==> src/rtl/ilv2_dlv2_if.sv <==
// ilv2_dlv2_if: data bus shared by the interleave and deinterleave paths.
interface ilv2_dlv2_if #(parameter int WIDTH = 16);
  logic [WIDTH-1:0] ilv_din;
  logic [WIDTH-1:0] ilv_dout;
  logic [WIDTH-1:0] dlv_din;
  logic [WIDTH-1:0] dlv_dout;
  modport master (output ilv_din, dlv_din, input ilv_dout, dlv_dout);
  modport slave (input ilv_din, dlv_din, output ilv_dout, dlv_dout);
endinterface

==> src/rtl/ilv2_dlv2.sv <==
// ilv2_dlv2: 2-way temporal bit interleaver (odd bits delayed) and deinterleaver (even bits delayed).
// Optional ILV2_OUT_REG_EN adds a full-width output register on both paths.
module ilv2_dlv2 #(parameter int WIDTH = 16) (
  input logic clk,
  input logic rst_n,
  ilv2_dlv2_if.slave bus
);
  localparam int H = WIDTH / 2;
  if (WIDTH < 2 || WIDTH % 2 != 0) begin : g_width_chk
    $error("ilv2_dlv2: WIDTH must be even and >= 2");
  end
  logic [H-1:0] ilv_q, ilv_d, dlv_q, dlv_d;
  logic [WIDTH-1:0] ilv_o, dlv_o;
  // Only the delayed half of each path is stored.
  always_comb begin
    ilv_d = '0;
    dlv_d = '0;
    ilv_o = '0;
    dlv_o = '0;
    for (int i = 0; i < H; i++) begin
      ilv_d[i] = bus.ilv_din[2*i+1];
      dlv_d[i] = bus.dlv_din[2*i];
      ilv_o[2*i] = bus.ilv_din[2*i];
      ilv_o[2*i+1] = ilv_q[i];
      dlv_o[2*i] = dlv_q[i];
      dlv_o[2*i+1] = bus.dlv_din[2*i+1];
    end
  end
  always_ff @(posedge clk or negedge rst_n) begin
    if (!rst_n) begin
      ilv_q <= '0;
      dlv_q <= '0;
    end else begin
      ilv_q <= ilv_d;
      dlv_q <= dlv_d;
    end
  end
`ifdef ILV2_OUT_REG_EN
  logic [WIDTH-1:0] ilv_out_q, dlv_out_q;
  always_ff @(posedge clk or negedge rst_n) begin
    if (!rst_n) begin
      ilv_out_q <= '0;
      dlv_out_q <= '0;
    end else begin
      ilv_out_q <= ilv_o;
      dlv_out_q <= dlv_o;
    end
  end
  assign bus.ilv_dout = ilv_out_q;
  assign bus.dlv_dout = dlv_out_q;
`else
  assign bus.ilv_dout = ilv_o;
  assign bus.dlv_dout = dlv_o;
`endif
endmodule

==> src/flat_wrapper.sv <==
// flat-port wrapper written by rule: the top's interface ports become plain ports
module ilv2_dlv2_flat 
#(parameter int WIDTH = 16)
  (clk, rst_n, bus_ilv_din, bus_dlv_din, bus_ilv_dout, bus_dlv_dout);
  ilv2_dlv2_if #(.WIDTH(WIDTH)) bus_i ();
  input logic clk;
  input logic rst_n;
  input wire logic [$bits(bus_i.ilv_din)-1:0] bus_ilv_din;
  input wire logic [$bits(bus_i.dlv_din)-1:0] bus_dlv_din;
  output wire logic [$bits(bus_i.ilv_dout)-1:0] bus_ilv_dout;
  output wire logic [$bits(bus_i.dlv_dout)-1:0] bus_dlv_dout;
  assign bus_i.ilv_din = bus_ilv_din;
  assign bus_i.dlv_din = bus_dlv_din;
  assign bus_ilv_dout = bus_i.ilv_dout;
  assign bus_dlv_dout = bus_i.dlv_dout;
  ilv2_dlv2 #(.WIDTH(WIDTH)) u_core (.clk(clk), .rst_n(rst_n), .bus(bus_i));
endmodule
==> config.mk <==
export PLATFORM = sky130hd
export DESIGN_NAME = ilv2_dlv2_flat
export DESIGN_NICKNAME = d
export VERILOG_FILES = /design/src/rtl/ilv2_dlv2_if.sv /design/src/rtl/ilv2_dlv2.sv /design/src/flat_wrapper.sv
export SDC_FILE = /design/constraint.sdc
export NUM_CORES = 1
export LEC_CHECK = 0
export ABC_AREA = 0
export BUFFER_PORTS_ARGS = -buffer_cell sky130_fd_sc_hd__buf_4
export CAP_MARGIN = 20
export CORE_UTILIZATION = 27
export DETAILED_ROUTE_END_ITERATION = 8
export PLACE_DENSITY_LB_ADDON = 0.1
export SETUP_SLACK_MARGIN = 0.2
export SLEW_MARGIN = 30
export SYNTH_ARGS = -nofsm -noshare
export SYNTH_HDL_FRONTEND = slang
export SYNTH_SLANG_ARGS = --single-unit
==> constraint.sdc <==
create_clock -name clk -period 0.8 [get_ports clk]
set_input_delay 0.04 -clock clk [delete_from_list [all_inputs] [get_ports clk]]
set_output_delay 0.04 -clock clk [all_outputs]
set_load 0.05 [all_outputs]
* Word level (Yosys, flattened, before mapping) *
Cells that the tools add are included.

storage, ports and cells
  ROM bits = 0
  memories = 0
  bits in registers = 16
  bits of input ports = 34
  latch bits = 0
  bits in writable memories = 0
  word-level logic and storage cells = 2

operators by class
  reduce and logical (&&, ||, !) cells = 0
  bitwise gates (word level) = 0
  div/mod/pow operators = 0
  add/subtract/negate cells = 0
  multipliers = 0
  mux-type cells = 0
  equality and inequality tests = 0
  order comparisons = 0
  shift-type cells = 0

* Depth between registers and ports, before layout *
  word-level depth = 0
  mapped depth = 1

* Worst setup path after synthesis *
Ideal clock, no wire load.

  kind = register to output
  from = register u_core.dlv_q[0]
  to = output port bus_dlv_dout[0]
  cell stages (with the launch flop) = 1
  arrival time = 586 ps
  path buffers = 0
  path slack = 174 ps
  path through = dfrtp_1

RTL lines
  item                    RTL line            source
  start, declared         ilv2_dlv2.sv:12     logic [H-1:0] ilv_q, ilv_d, dlv_q, dlv_d;
  start signal, assigned  ilv2_dlv2.sv:35     dlv_q <= dlv_d;
  end, declared           flat_wrapper.sv:11  output wire logic [$bits(bus_i.dlv_dout)-1:0] bus_dlv_dout;

No word-level cell between the ends.

* Worst setup path in the final report *
  from = register u_core.dlv_q[2]
  to = output port bus_dlv_dout[4]

No word-level cell between the ends.

==> metrics.txt <==
initial DRC count 1; IO Pins 66; layout cells sized above 1 between 70% and 80%; CP arrival between 0.8 and 0.9 ns; CTS Buf Count 3; crit path time final about 0.9 ns; Mapped Area between 500 and 600 µm²; CP required between 0.7 and 0.8 ns; clock slew at reported path FFs roughly 0.090 ns; crit path cell chain buf_6; multi-input logic area 0 µm²; Seq cells post-synth 16; PnR worst setup slack -0.0878 ns; Synth Warn # 0; IO buf count 33; post-CTS repair timing setup buffer count 0; synthesized area per cell about 16 µm²; largest net degree at the start of global routing 17; CP Capture Type output port; Starting Density 29.5%; Pre-antenna DRT Iters 2; Rel. slew slack between 80 and 90%; Syn Inst Count 32; CP Launch Type flop; fin crit share 111%; design area ~970 µm²; Total GRT Usage 13.0%; Hold Path End bus_dlv_dout[13]; Detail Route Antenna Nets 0; final hold violation count 0; Setup Crit Path Kind reg2out; DIE AREA roughly 2100 µm²; Sink Count 16; drt via density 3.80; multi-input gates 0; maximum vdd drop ~0.0011 V; worst min path class in2out; status finished with violations; Top Family by Delay on Critical Path flip-flops; Post-Layout Cell Count between 90 and 100; WL/cell 12.8 µm; critical path peak fanout 1; CTS tree done; synth top area cells dfrtp_1, buf_4; n_diodes 0; initial antenna violation count 0; maxcap violations 0; CP Launch Point u_core.dlv_q[2]; DRC 0; slowest CP cell dfrtp_2; fin nets 105; DRT Wirelength between 1000 and 1500 µm; Buf/Inv on CP 1; vias in the first global route between 400 and 500; hold_sp bus_dlv_din[13]; Clock Root Buffer clkbuf_4; Core Util, Final approximately 55%; first-pass GRT wire length ~1800 µm; DR vias ~360; GPL Wtd Cong between 0.5 and 0.6; Placed Area around 700 µm²; leak pwr 0.441 nW; grt ovf 0; Mapped Nets 66; post-synth top area cell dfrtp_1; max-slew violations 0; CTS H-tree lvls 1; Clock Path Buffers 2; Worst path max stage delay 0.41 ns; failing checks setup timing; Achievable Freq ~1100 MHz; Die Wd about 46 µm; count of cell types in the netlist 2; setup violators final 16; row count 15; Cells after DPL 74; sequential element share of the synthesized area just under 80%; Hold Path Stages 0; unrepaired setup endpoints after global routing yes; # fillers between 100 and 150; DIE HEIGHT 45.9 µm; Core Box Area roughly 1800 µm²; Placement Setup Slack 0.197 ns; Area growth, synth to finish 85.6%; Synth top area share between 70% and 80%; power density over the cells 1840 nW/µm²; Worst-Margin Slew ~0.19 ns
## cells in the mapped netlist, drive strengths merged
cell and count:
dfrtp 16, buf 16
## worst max path at each step
stage	depth (start not counted)	to	slack, ns
after global placement	1	bus_dlv_dout[14]	0.21
after global routing	1	bus_ilv_dout[15]	-0.12
after detailed placement	1	bus_ilv_dout[15]	0.20
after floorplan	0	bus_dlv_dout[0]	0.28
final	1	bus_dlv_dout[4]	-0.09
after CTS	1	bus_dlv_dout[4]	-0.1
## metal layers
metal	track usage [%]	part of all wire, %	vias up
met5	0	0	-
met4	17.1	13	0
met3	3.57	11	20
met2	21.1	52	19
met1	11.0	24	166
li1	-	-	156
## stage by stage
step | total power, mW | TNS, ns | hold WS (ns)
final | 1.78 | -1.24 | 0.0800
after global routing | 1.86 | -1.72 | 0.0801
after CTS | 1.80 | -1.45 | 0.0806
after detailed placement | 1.18 | 0 | -0.0963
after global placement | 1.18 | 0 | -0.102
after floorplan | 1.25 | 0 | -0.256
## cells by family (layout without fill, tap and decap cells)
| family | after synthesis | in the layout | share of synthesized area [%] |
|---|---|---|---|
| flops | 16 | 16 | 76.9 |
| buf+inv | 16 | 54 | 23.1 |
## repair_timing
item	4_1_cts	5_1_grt
endpoints found under the hold margin	32	0
hold buffers	17	0
setup endpoints to repair	16	16
resized for setup	16	0
## registers in the layout, summed over array words and instances (netlist names)
signal and cells:
u_core.dlv_q 8, u_core.ilv_q 8
## where the power goes
part	switching (mW)	internal, mW	total [mW]
combinational	0.204	0.185	0.389
sequential	0.0201	0.856	0.876
clock	0.239	0.277	0.516
total	0.463	1.32	1.78
## final cells by class
class / count / area (µm²) / area share (%)
flip-flops and latches: 16 / 420 / 43.5
clock buffers: 4 / 36.3 / 3.76
well taps: 25 / 31.3 / 3.24
repair buffers: 50 / 478 / 49.5
## placed cells by master (no fill, tap or decap)
cell | netlist | layout
dfrtp_2 | 0 | 16
clkbuf_8 | 0 | 1
buf_4 | 16 | 17
buf_6 | 0 | 16
dlygate4sd3_1 | 0 | 17
clkbuf_4 | 0 | 3
Note: power is estimated with default switching activity, not from simulation.
